File: config.mk
export PLATFORM = sky130hd
export DESIGN_NAME = myo_spi_scheduler
export DESIGN_NICKNAME = d
export VERILOG_FILES = /design/src/rtl/myo_spi_scheduler.sv
export SDC_FILE = /design/constraint.sdc
export NUM_CORES = 1
export LEC_CHECK = 0
export BUFFER_PORTS_ARGS = -buffer_cell sky130_fd_sc_hd__clkbuf_2
export CORE_MARGIN = 5
export CORE_UTILIZATION = 36
export CTS_CLUSTER_DIAMETER = 30
export DETAILED_ROUTE_END_ITERATION = 8
export SKIP_LAST_GASP = 1
export SYNTH_ARGS = -nofsm -noshare
export SYNTH_HDL_FRONTEND = slang
export SYNTH_SLANG_ARGS = --single-unit
File: constraint.sdc
create_clock -name clk -period 3.36 [get_ports clk]
set_input_delay 0.336 -clock clk [delete_from_list [all_inputs] [get_ports clk]]
set_output_delay 0.336 -clock clk [all_outputs]
set_load 0.02 [all_outputs]
File: src/rtl/myo_spi_scheduler.sv
// Control-period scheduler for one shared myocontrol SPI master. Each period it walks the
// enabled motor boards in ascending order: select, start, wait for done (with watchdog), guard gap.
module myo_spi_scheduler #(
    parameter int NUM_MOTORS      = 7,
    parameter int PERIOD_CYCLES   = 50000,
    parameter int GAP_CYCLES      = 500,
    parameter int WATCHDOG_CYCLES = 4096,
    localparam int IDX_W          = $clog2(NUM_MOTORS)
) (
    input  logic                  clk,
    input  logic                  reset_n,
    input  logic                  enable,
    input  logic [NUM_MOTORS-1:0] motor_mask,
    output logic                  spi_start,
    input  logic                  spi_done,
    output logic [NUM_MOTORS-1:0] ss_n,
    output logic [IDX_W-1:0]      motor_index,
    output logic                  cycle_done,
    output logic [NUM_MOTORS-1:0] timeout_err,
    input  logic                  err_clear,
    output logic [15:0]           overrun_cnt,
    output logic [2:0]            state_dbg
);
    localparam int PCNT_W = $clog2(PERIOD_CYCLES);
    localparam int GAP_W  = $clog2(GAP_CYCLES + 1);
    localparam int WD_W   = $clog2(WATCHDOG_CYCLES + 1);

    typedef enum logic [2:0] {IDLE, SELECT, START, WAIT_DONE, GAP} state_e;

    state_e                  state_q, state_d;
    logic [PCNT_W-1:0]       period_q, period_d;
    logic [NUM_MOTORS-1:0]   pend_q, pend_d;
    logic [IDX_W-1:0]        idx_q, idx_d;
    logic [WD_W-1:0]         wd_q, wd_d;
    logic [GAP_W-1:0]        gap_q, gap_d;
    logic                    abort_q, abort_d;
    logic [NUM_MOTORS-1:0]   err_q, err_d;
    logic [15:0]             ovr_q, ovr_d;
    logic [NUM_MOTORS-1:0]   ss_n_q, ss_n_d;
    logic                    start_q, start_d;
    logic                    cdone_q, cdone_d;

    logic tick, wd_expire, gap_last, stop;

    function automatic logic [IDX_W-1:0] lowest_set(input logic [NUM_MOTORS-1:0] v);
        logic [IDX_W-1:0] r;
        r = '0;
        for (int i = NUM_MOTORS - 1; i >= 0; i--) begin
            if (v[i]) r = IDX_W'(i);
        end
        return r;
    endfunction

    function automatic logic [NUM_MOTORS-1:0] select_n(input logic [IDX_W-1:0] i);
        logic [NUM_MOTORS-1:0] r;
        r    = '1;
        r[i] = 1'b0;
        return r;
    endfunction

    assign tick      = enable && (period_q == PCNT_W'(PERIOD_CYCLES - 1));
    assign wd_expire = (wd_q == WD_W'(WATCHDOG_CYCLES - 1));
    assign gap_last  = (gap_q == GAP_W'(GAP_CYCLES - 1));
    // Once enable has dropped anywhere inside a sequence, no further motor is addressed.
    assign stop      = abort_q || !enable;

    always_ff @(posedge clk or negedge reset_n) begin
        if (!reset_n) begin
            state_q  <= IDLE;
            period_q <= '0;
            pend_q   <= '0;
            idx_q    <= '0;
            wd_q     <= '0;
            gap_q    <= '0;
            abort_q  <= 1'b0;
            err_q    <= '0;
            ovr_q    <= '0;
            ss_n_q   <= '1;
            start_q  <= 1'b0;
            cdone_q  <= 1'b0;
        end else begin
            state_q  <= state_d;
            period_q <= period_d;
            pend_q   <= pend_d;
            idx_q    <= idx_d;
            wd_q     <= wd_d;
            gap_q    <= gap_d;
            abort_q  <= abort_d;
            err_q    <= err_d;
            ovr_q    <= ovr_d;
            ss_n_q   <= ss_n_d;
            start_q  <= start_d;
            cdone_q  <= cdone_d;
        end
    end

    always_comb begin
        state_d = state_q;
        unique case (state_q)
            IDLE:      if (tick && motor_mask != '0) state_d = SELECT;
            SELECT:    state_d = START;
            START:     state_d = WAIT_DONE;
            WAIT_DONE: if (spi_done || wd_expire) state_d = GAP;
            GAP:       if (gap_last) state_d = (pend_q != '0 && !stop) ? SELECT : IDLE;
            default:   state_d = IDLE;
        endcase
    end

    always_comb begin
        period_d = (!enable || period_q == PCNT_W'(PERIOD_CYCLES - 1)) ? '0 : period_q + PCNT_W'(1);
        pend_d   = pend_q;
        idx_d    = idx_q;
        wd_d     = wd_q;
        gap_d    = gap_q;
        ss_n_d   = ss_n_q;
        start_d  = 1'b0;
        cdone_d  = 1'b0;
        abort_d  = (state_q == IDLE) ? 1'b0 : (abort_q || !enable);
        // A clear coinciding with a new event keeps the new event.
        err_d    = err_clear ? '0 : err_q;
        ovr_d    = err_clear ? '0 : ovr_q;
        if (tick && state_q != IDLE && ovr_d != 16'hFFFF) ovr_d = ovr_d + 16'd1;

        unique case (state_q)
            IDLE: begin
                if (tick) begin
                    pend_d = motor_mask;
                    if (motor_mask == '0) begin
                        cdone_d = 1'b1;
                    end else begin
                        idx_d  = lowest_set(motor_mask);
                        ss_n_d = select_n(lowest_set(motor_mask));
                    end
                end
            end
            SELECT: start_d = 1'b1;
            START:  wd_d = '0;
            WAIT_DONE: begin
                wd_d = wd_q + WD_W'(1);
                if (spi_done || wd_expire) begin
                    ss_n_d        = '1;
                    gap_d         = '0;
                    pend_d[idx_q] = 1'b0;
                    if (!spi_done) err_d[idx_q] = 1'b1;
                end
            end
            GAP: begin
                gap_d = gap_q + GAP_W'(1);
                if (gap_last) begin
                    if (pend_q != '0 && !stop) begin
                        idx_d  = lowest_set(pend_q);
                        ss_n_d = select_n(lowest_set(pend_q));
                    end else if (!stop) begin
                        cdone_d = 1'b1;
                    end
                end
            end
            default: ;
        endcase
    end

    assign spi_start   = start_q;
    assign ss_n        = ss_n_q;
    assign motor_index = idx_q;
    assign cycle_done  = cdone_q;
    assign timeout_err = err_q;
    assign overrun_cnt = ovr_q;
    assign state_dbg   = state_q;
endmodule

==> results of run 1 <==
==> metrics by stage <==
| step | instance area, um2 | cells |
|---|---|---|
| 2_1_floorplan | 4490 | 492 |
| 3_3_place_gp | 4970 | 702 |
| 3_5_place_dp | 4970 | 702 |
| 4_1_cts | 5320 | 719 |
| 5_1_grt | 5320 | 719 |
| 6_report | 5320 | 719 |
==> worst paths after layout <==
kind / from / end / slack (ps) / depth (start not counted)
setup / recovery: period_q[11] / overrun_cnt[13] / 540 / 5
hold / removal: motor_mask[6] / pend_q[6] / 280 / 3
setup reg to reg: period_q[11] / overrun_cnt[13] / 540 / 5
hold reg to reg: ss_n[3] / ss_n[3] / 470 / 2
max in group asynchronous: reset_n / motor_index[1] / 2130 / 3
min in group asynchronous: reset_n / wd_q[9] / 430 / 2
==> report_power, final <==
| group | internal [uW] | total (uW) | switching, uW |
|---|---|---|---|
| combinational | 25.3 | 82.1 | 56.8 |
| sequential | 1020 | 1030 | 4.87 |
| clock | 728 | 1140 | 411 |
| total | 1770 | 2250 | 472 |
==> synthesized netlist by cell type (all sizes together) (5+ instances only) <==
| library cell | count | area (um2) |
|---|---|---|
| or4 | 7 | 56.3 |
| o31ai | 13 | 97.6 |
| o22ai | 13 | 81.3 |
| mux2 | 10 | 113 |
| nor4 | 9 | 62.6 |
| nand4 | 13 | 81.3 |
| or3 | 7 | 43.8 |
| xnor2 | 8 | 70.1 |
| o21ai | 38 | 190 |
| nand2b | 10 | 62.6 |
| nand3 | 22 | 110 |
| nor2 | 50 | 188 |
| a21oi | 20 | 100 |
| mux2i | 9 | 90.1 |
| a31oi | 5 | 31.3 |
| and3 | 9 | 56.3 |
| nand2 | 53 | 199 |
| inv | 19 | 71.3 |
| nor2b | 8 | 50.1 |
| xor2 | 10 | 87.6 |
| dfstp | 7 | 184 |
| nor3 | 12 | 60.1 |
| dfrtp | 77 | 1930 |
| clkbuf | 13 | 48.8 |
==> worst min-delay path: stages <==
cell,delay (ps)
clkbuf_2,130
nand2_1,70
nand2_1,50
==> flip-flops by register name, indices dropped and copies added (netlist names) <==
signal,flops
abort_q,1
cycle_done,1
gap_q,9
motor_index,3
overrun_cnt,16
pend_q,7
period_q,16
spi_start,1
ss_n,7
state_dbg,3
timeout_err,7
wd_q,13
==> final cells by class <==
type                    count  area, um2
inverters                  19       71.3
clock buffers              10        229
clock inverters             6        113
multi-input cells         374       2270
repair buffers             58        318
fillers                  1219       6790
well taps                 168        210
flip-flops and latches     84       2110
==> kinds of logic (layout without fill, tap and decap cells) <==
logic type / count (synthesis) / in the layout / synth area share (%)
fa+ha+maj: 4 / 4 / 1.11
simple gates: 218 / 218 / 24.9
mux: 19 / 19 / 4.51
buf+inv: 34 / 93 / 2.87
flops: 84 / 84 / 47.0
compound gates: 115 / 115 / 16.1
xor+xnor: 18 / 18 / 3.51
==> per-layer routing <==
layer | track usage (%) | share of wire, % | up-vias
li1 | - | - | 1907
met1 | 20.5 | 44 | 1949
met2 | 25.4 | 48 | 88
met3 | 3.48 | 4.5 | 24
met4 | 6.58 | 2.7 | 0
met5 | 0 | 0 | -
==> impl_metrics.csv, run 1 <==
group,metric,value,unit
synth,ys_seq_area_share,47.0,%
worst_setup_path,crit_type,"register to register",
sta,tns,0,ps
place,gp_congestion,0.896,
place,dp_hpwl,8.06,mm
worst_setup_path,cp.required,3590,ps
synth,post_synth_num_cell_types,57,
status,status,"finished clean",
sta,clock_skew,6.26,ps
job,maxCapViolCount,0,
synth,ys_seq_elements,84,
synth,synthArstFlopShare,100,%
clock_tree,h-tree-depth,3,
clock_tree,clock_sinks,84,
clock_tree,cts_buffers,9,
worst_setup_path,critPathMaxFanout,11,
power,powerDensity,422,nW/um2
power,peakVddDrop,0.214,mV
floorplanning,coreArea,12100,um2
clock_tree,clockRootBuffer,"clkbuf_16",
global_route,grt_max_degree,39,
sta,fin_crit,2820,ps
power,leakage,0.00230,uW
synth,synth_ff_type,"dfrtp_1",
sta,grt_setup_unrepaired,"no",
worst_setup_path,crit_arrival,3050,ps
routing,via_per_inst,5.52,
routing,ant_nets,0,
synth,avgSynthCellArea,9.13,um2
clock_tree,cts_tree,"yes",
floorplanning,die_area,14800,um2
finish,final_common_cell,"dfrtp_1",
worst_setup_path,cpMaxStageDelayCell,"or4b_1",
min_path,min_path_type,"input pin to register",
finish,drive_above_1_share,18.0,%
place,place_ws,532,ps
sta,hold_ws,277,ps
sta,slew-limit-headroom,41.2,%
routing,drt-initial-drc-count,251,
sta,setup_ws,541,ps
worst_setup_path,crit_path_start_kind,"register",
routing,drc,0,
clock_tree,clkSlewWorstSetupHoldPaths,60,ps
power,p_total,2250,uW
place,port_buffers,49,
clock_tree,cts_max_path_buffers,2,
floorplanning,initial_utilization,37.1,%
global_route,track_usage,15.7,%
sta,hold_viol,0,
synth,yosysWarnings,0,
finish,layout_common_cells,"dfrtp_1, nand2_1, nor2_1, clkbuf_2, o21ai_0",
finish,antenna_cells,0,
worst_setup_path,worstPathCellList,"or4b_1 -> or4_1 -> a311o_1 -> nor4_1 -> mux2_2",
finish,utilization,43.9,%
global_route,grt_pass1_vias,3875,
sta,post-route-period-util,83.9,%
sta,fmax,355,MHz
routing,wirelength,11.2,mm
clock_tree,cts-resized-gates,0,
clock_tree,post_cts_buffers,0,
sta,setup_violations,0,
worst_setup_path,endpoint_kind,"register",
clock_tree,cts_hold_buf,1,
sta,tightest_slew,874,ps
synth,synth_cells,492,
global_route,antenna_found_initial,0,
floorplanning,rows,40,
floorplanning,fp.dieW,122,um
routing,dr.pass1.iters,4,
routing,via_count,3968,
routing,wl_per_cell,15.5,um
synth,synth_fp_nets,508,
clock_tree,clk_latency,340,ps
worst_setup_path,path_buf_inv,0,
floorplanning,fp.dieH,122,um
finish,final_nets,562,
finish,areaGrowthSynthToFinish,18.3,%
global_route,overflow,0,
global_route,grt_pass1_wl,18.9,mm
synth,synth-edff-count,0,
synth,syn-cell-area,4490,um2
sta,drv_slew,0,
worst_setup_path,crit_path_max_incr_delay,620,ps
worst_setup_path,crit_family,"simple AND/OR/NAND/NOR gates",
floorplanning,io_pins,50,
Note: power is estimated with default switching activity, not from simulation.
==> run 2, diff against run 1 <==
--- a/config.mk
+++ b/config.mk
@@ -5,6 +5,7 @@
 export SDC_FILE = /design/constraint.sdc
 export NUM_CORES = 1
 export LEC_CHECK = 0
+export ABC_AREA = 1
 export BUFFER_PORTS_ARGS = -buffer_cell sky130_fd_sc_hd__clkbuf_2
 export CORE_MARGIN = 5
 export CORE_UTILIZATION = 36
==> constraint.sdc (replaced) <==
create_clock -name clk -period 2.37 [get_ports clk]
set_input_delay 0.237 -clock clk [delete_from_list [all_inputs] [get_ports clk]]
set_output_delay 0.237 -clock clk [all_outputs]
set_load 0.02 [all_outputs]
==> run 2 against run 1 <==
Combinational power up 29%. Register-to-register slack worse by 200 ps. Flip-flop and latch count unchanged. Critical endpoint is now overrun_cnt[15]. Largest cell class unchanged. Largest power group is now registers. Highest routed layer unchanged.
==> impl_metrics.csv, run 2 <==
group,metric,value,unit
synth,synth-edff-count,0,
global_route,track_usage,15.3,%
routing,wl_per_cell,12.8,um
synth,synth_common_cells,"nand2_1, inv_1, nor2_1",
routing,via_count,4364,
power,leakage,0.00282,uW
clock_tree,cts_hold_buf,1,
sta,grt_setup_unrepaired,"no",
routing,wirelength,11.7,mm
finish,layout_common_cells,"nand2_1, inv_1, nor2_1, dfrtp_1",
synth,synth_cells,672,
synth,synthSimpleGateAreaFrac,33.6,%
clock_tree,cts_tree,"yes",
synth,ys_seq_area_share,41.7,%
floorplanning,rows,43,
finish,final_nets,741,
clock_tree,clkSlewWorstSetupHoldPaths,60,ps
sta,hold_viol,0,
finish,final_common_cell,"nand2_1",
clock_tree,post_cts_buffers,0,
routing,dr.pass1.iters,5,
synth,syn-cell-area,5060,um2
floorplanning,io_pins,50,
sta,clock_skew,6.61,ps
worst_setup_path,cp.required,2610,ps
synth,synthArstFlopShare,100,%
sta,post-route-period-util,85.7,%
clock_tree,clock_sinks,84,
sta,tns,0,ps
global_route,grt_pass1_wl,20.4,mm
global_route,overflow,0,
clock_tree,cts_max_path_buffers,2,
synth,synth_mux_area_share,0,%
clock_tree,clk_latency,350,ps
worst_setup_path,crit_type,"register to register",
sta,fin_crit,2030,ps
global_route,grt_pass1_vias,4310,
clock_tree,cts_buffers,9,
routing,ant_nets,0,
synth,synth_ff_type,"dfrtp_1",
place,gp_congestion,0.885,
synth,synth_area_leader_cell,"dfrtp_1",
sta,slew-limit-headroom,67.0,%
finish,n_fill_cell,1394,
routing,drc,0,
worst_setup_path,crit_arrival,2270,ps
sta,tightest_slew,494,ps
place,place_area,5480,um2
routing,via_per_inst,4.81,
synth,avgSynthCellArea,7.53,um2
synth,synth_xor_area_share,3.81,%
global_route,grt_max_degree,50,
clock_tree,h-tree-depth,3,
finish,final_area,5750,um2
synth,synth_fp_nets,688,
sta,setup_violations,0,
synth,ys_seq_elements,84,
finish,drive_above_1_share,17.4,%
clock_tree,cts-resized-gates,0,
synth,synth_adder_area_share,0.990,%
worst_setup_path,endpoint_kind,"register",
power,powerDensity,490,nW/um2
worst_setup_path,crit_path_start_kind,"register",
power,peakVddDrop,0.362,mV
synth,synth_compound_area_share,11.0,%
synth,post_synth_num_cell_types,44,
synth,yosysWarnings,0,
worst_setup_path,critPathMaxFanout,17,
floorplanning,fp.dieW,129,um
place,port_buffers,49,
job,maxCapViolCount,0,
floorplanning,die_area,16500,um2
worst_setup_path,r2r_cells,10,
place,place_ws,332,ps
synth,synth.most_common_cell,"nand2_1",
worst_setup_path,rrSetupSlack,340,ps
floorplanning,initial_utilization,36.6,%
sta,fmax,493,MHz
synth,synth_top_family_by_area,"simple AND/OR/NAND/NOR gates",
synth,synth_top_area_share,38.1,%
finish,utilization,41.6,%
finish,areaGrowthSynthToFinish,13.7,%
floorplanning,fp.dieH,129,um
place,dp_hpwl,8.81,mm
finish,antenna_cells,0,
global_route,antenna_found_initial,0,
min_path,min_path_type,"input pin to register",
floorplanning,coreArea,13800,um2
min_path,whs_path_depth,4,
status,status,"finished clean",
synth,synth_area_leaders,"dfrtp_1, nand2_1, inv_1",
sta,setup_ws,340,ps
routing,drt-initial-drc-count,364,
clock_tree,clockRootBuffer,"clkbuf_16",
sta,drv_slew,0,
[run 2: routing by layer]
layer  part of all wire [%]  wire length, um  up-vias  track usage, %
met5                      0                0        -               0
met4                    1.5              175        0            5.31
met2                     47             5520       75            24.5
met3                    4.0              464       14            3.57
li1                       -                -     2243               -
met1                     47             5510     2032            20.3
[run 2: path summary, 6_finish.rpt]
kind / from / to
worst max-delay path: overrun_cnt[1] / overrun_cnt[15]
worst min-delay path: enable / abort_q
worst max register to register: overrun_cnt[1] / overrun_cnt[15]
worst min register to register: period_q[0] / period_q[0]
max in group asynchronous: reset_n / ss_n[3]
min in group asynchronous: reset_n / period_q[15]
[run 2: cell type report]
type,count,area [um2],share of cell area (%)
multi-input combinational,481,2500,43.4
timing repair buffer,54,300,5.22
sequential,84,2110,36.7
clock buffer,11,243,4.22
inverter,95,359,6.24
tap,180,225,3.92
clock inverter,3,15.0,0.261
[run 2: worst max-delay path, cell delays in order (launching register included)]
cell and delay [ps]:
dfrtp_1 380, inv_1 60, nor2_1 200, ha_1 240, inv_1 100, nor3_4 310
nand4_4 140, nand2_4 200, inv_4 140, nand2_1 100, nand2_1 50
[run 2: kinds of logic (layout without fill, tap and decap cells)]
family                   after synthesis  after routing
XOR/XNOR                              22             22
AO/OA/AOI/OAI                         90             90
AND/OR/NAND/NOR                      365            365
buffers and inverters                107            163
flip-flops                            84             84
adder cells (fa/ha/maj)                4              4
[run 2: where the power goes]
part	switching [uW]	leakage, uW	internal, uW	total (uW)
Combinational	77.0	0.00159	29.3	106
Clock	547	0.000131	721	1270
Sequential	2.88	0.00110	1440	1440
[run 2: per-stage QoR]
| stage | power (uW) | std cells | hold WS, ps |
|---|---|---|---|
| after floorplan | 1520 | 672 | -58.6 |
| after global placement | 1570 | 893 | 234 |
| after detailed placement | 1580 | 893 | 236 |
| after CTS | 2870 | 908 | 240 |
| after global routing | 2940 | 908 | 302 |
| final | 2820 | 908 | 264 |
==> run 3, diff against run 2 <==
--- a/config.mk
+++ b/config.mk
@@ -7,10 +7,11 @@
 export LEC_CHECK = 0
 export ABC_AREA = 1
 export BUFFER_PORTS_ARGS = -buffer_cell sky130_fd_sc_hd__clkbuf_2
-export CORE_MARGIN = 5
-export CORE_UTILIZATION = 36
+export CORE_MARGIN = 8
+export CORE_UTILIZATION = 54
 export CTS_CLUSTER_DIAMETER = 30
 export DETAILED_ROUTE_END_ITERATION = 8
+export PLACE_DENSITY = 0.77
 export SKIP_LAST_GASP = 1
 export SYNTH_ARGS = -nofsm -noshare
 export SYNTH_HDL_FRONTEND = slang
==> run 3 against run 2 <==
Critical path depth unchanged. Sequential share of layout area rose by 0.78 points. Flip-flop and latch count unchanged. Power fell by 8.0%. Utilization up 20 points. Non-clock buffer count rose by 3. Final area shrank 2.1%. Via count grew 1.5%. Critical endpoint is now overrun_cnt[14]. Routed wire length shrank 4.3%. Clock power down 18%. Highest routed layer unchanged. Setup slack worse by 60 ps.
==> impl_metrics.csv, run 3 (synthesis results as in run 2) <==
group,metric,value,unit
status,status,"finished clean",
routing,via_count,4431,
sta,hold_viol,0,
place,placed_cells,827,
worst_setup_path,path_buf_inv,3,
global_route,grt_pass1_wl,19.4,mm
finish,n_fill_cell,789,
routing,dr.pass1.iters,5,
clock_tree,cts_max_path_buffers,2,
clock_tree,clkSlewWorstSetupHoldPaths,90,ps
floorplanning,fp.dieH,113,um
finish,antenna_cells,0,
job,maxCapViolCount,0,
clock_tree,cts_buffers,9,
routing,drt-initial-drc-count,204,
finish,drive_above_1_share,18.1,%
global_route,grt_pass1_vias,4324,
finish,layout_common_cells,"nand2_1, inv_1, nor2_1, dfrtp_1",
sta,drv_slew,0,
worst_setup_path,crit_family,"simple AND/OR/NAND/NOR gates",
floorplanning,initial_utilization,55.3,%
routing,drc,0,
worst_setup_path,crit_type,"register to register",
worst_setup_path,crit_path_start_kind,"register",
power,powerDensity,460,nW/um2
sta,slew-limit-headroom,55.6,%
place,port_buffers,49,
finish,final_nets,744,
finish,finalNonFillerCells,844,
floorplanning,rows,35,
finish,final_common_cell,"nand2_1",
sta,tns,0,ps
clock_tree,clockRootBuffer,"clkbuf_8",
routing,ant_nets,0,
worst_setup_path,crit_arrival,2320,ps
finish,final_area,5630,um2
finish,areaGrowthSynthToFinish,11.4,%
floorplanning,coreArea,9150,um2
worst_setup_path,cpMaxStageDelayCell,"dfrtp_1",
global_route,antenna_found_initial,0,
place,gp_congestion,0.924,
clock_tree,clock_sinks,84,
sta,hold_ws,259,ps
global_route,grt_max_degree,52,
worst_setup_path,crit_path_max_incr_delay,400,ps
clock_tree,cts_tree,"yes",
min_path,min_path_type,"input pin to register",
routing,via_per_inst,5.25,
routing,wirelength,11.2,mm
worst_setup_path,endpoint_kind,"register",
global_route,overflow,0,
sta,post-route-period-util,88.2,%
sta,setup_violations,0,
clock_tree,clk_latency,350,ps
clock_tree,post_cts_buffers,0,
routing,wl_per_cell,13.2,um
sta,grt_setup_unrepaired,"no",
place,dp_hpwl,8.40,mm
floorplanning,fp.dieW,113,um
worst_setup_path,cp.required,2600,ps
sta,fin_crit,2090,ps
floorplanning,die_area,12700,um2
global_route,track_usage,18.3,%
place,place_area,5420,um2
worst_setup_path,critPathMaxFanout,17,
floorplanning,io_pins,50,
sta,fmax,478,MHz
power,peakVddDrop,0.293,mV
clock_tree,h-tree-depth,3,
worst_setup_path,worstPathCellList,"inv_1 -> nor2_1 -> ha_1 -> inv_1 -> nor3_4 -> nand4_4 -> nand2_4 -> inv_4 -> nand2_1 -> nand2_1",
sta,clock_skew,13.9,ps
sta,tightest_slew,665,ps
power,leakage,0.00280,uW
==> run 3: cell count changes in the layout (fill, tap and decap cells not counted), sizes merged <==
cell / previous run / this run
bufinv: 0 / 1
clkbuf: 59 / 58
buf: 5 / 8
clkinvlp: 0 / 2
==> run 3: worst paths after layout <==
kind / startpoint / endpoint / slack [ps] / cells after the start
setup reg to reg: overrun_cnt[0] / overrun_cnt[14] / 280 / 10
hold reg to reg: period_q[0] / period_q[0] / 480 / 1
max in group asynchronous: reset_n / ss_n[1] / 1280 / 3
min in group asynchronous: reset_n / period_q[7] / 450 / 2
setup / recovery: overrun_cnt[0] / overrun_cnt[14] / 280 / 10
hold / removal: spi_done / state_dbg[1] / 260 / 4
==> run 3: stage by stage <==
step	util, %	total power (uW)	setup slack, ps
finish	61.5	2590	280
global route	61.5	2700	81.1
CTS	61.5	2630	285
detailed placement	59.2	1580	348
global placement	59.2	1570	421
floorplan	-	1520	460
==> run 3: layout make-up <==
class	instances	area, um2	area share (%)
clock inverter	6	63.8	1.13
inverter	95	359	6.38
sequential	84	2110	37.5
timing repair buffer	57	323	5.73
tap	111	139	2.47
multi-input combinational	481	2500	44.4
clock buffer	10	138	2.44
==> run 3: worst register-to-register path, stage by stage (launching register included) <==
cell and delay, ps:
dfrtp_1 400, inv_1 60, nor2_1 190, ha_1 250, inv_1 110, nor3_4 320, nand4_4 140, nand2_4 200
inv_4 140, nand2_1 100, nand2_1 60
==> run 3: report_power, final <==
group | switching, uW | leakage, uW | internal, uW | total (uW)
logic | 76.4 | 0.00161 | 31.6 | 108
registers | 3.28 | 0.00110 | 1440 | 1440
clock network | 529 | 0.0000983 | 514 | 1040
==> run 3: timing repair <==
item | CTS | global route
hold buffers | 1 | 0
hold endpoints to repair | 49 | 0
gates resized for setup | 0 | 0
setup endpoints to repair | 0 | 0
==> run 3: metal layers <==
layer | track usage [%] | part of all wire (%)
met4 | 6.92 | 1.8
met3 | 3.73 | 5.2
met1 | 22.6 | 45
met5 | 0 | 0
met2 | 31.0 | 48
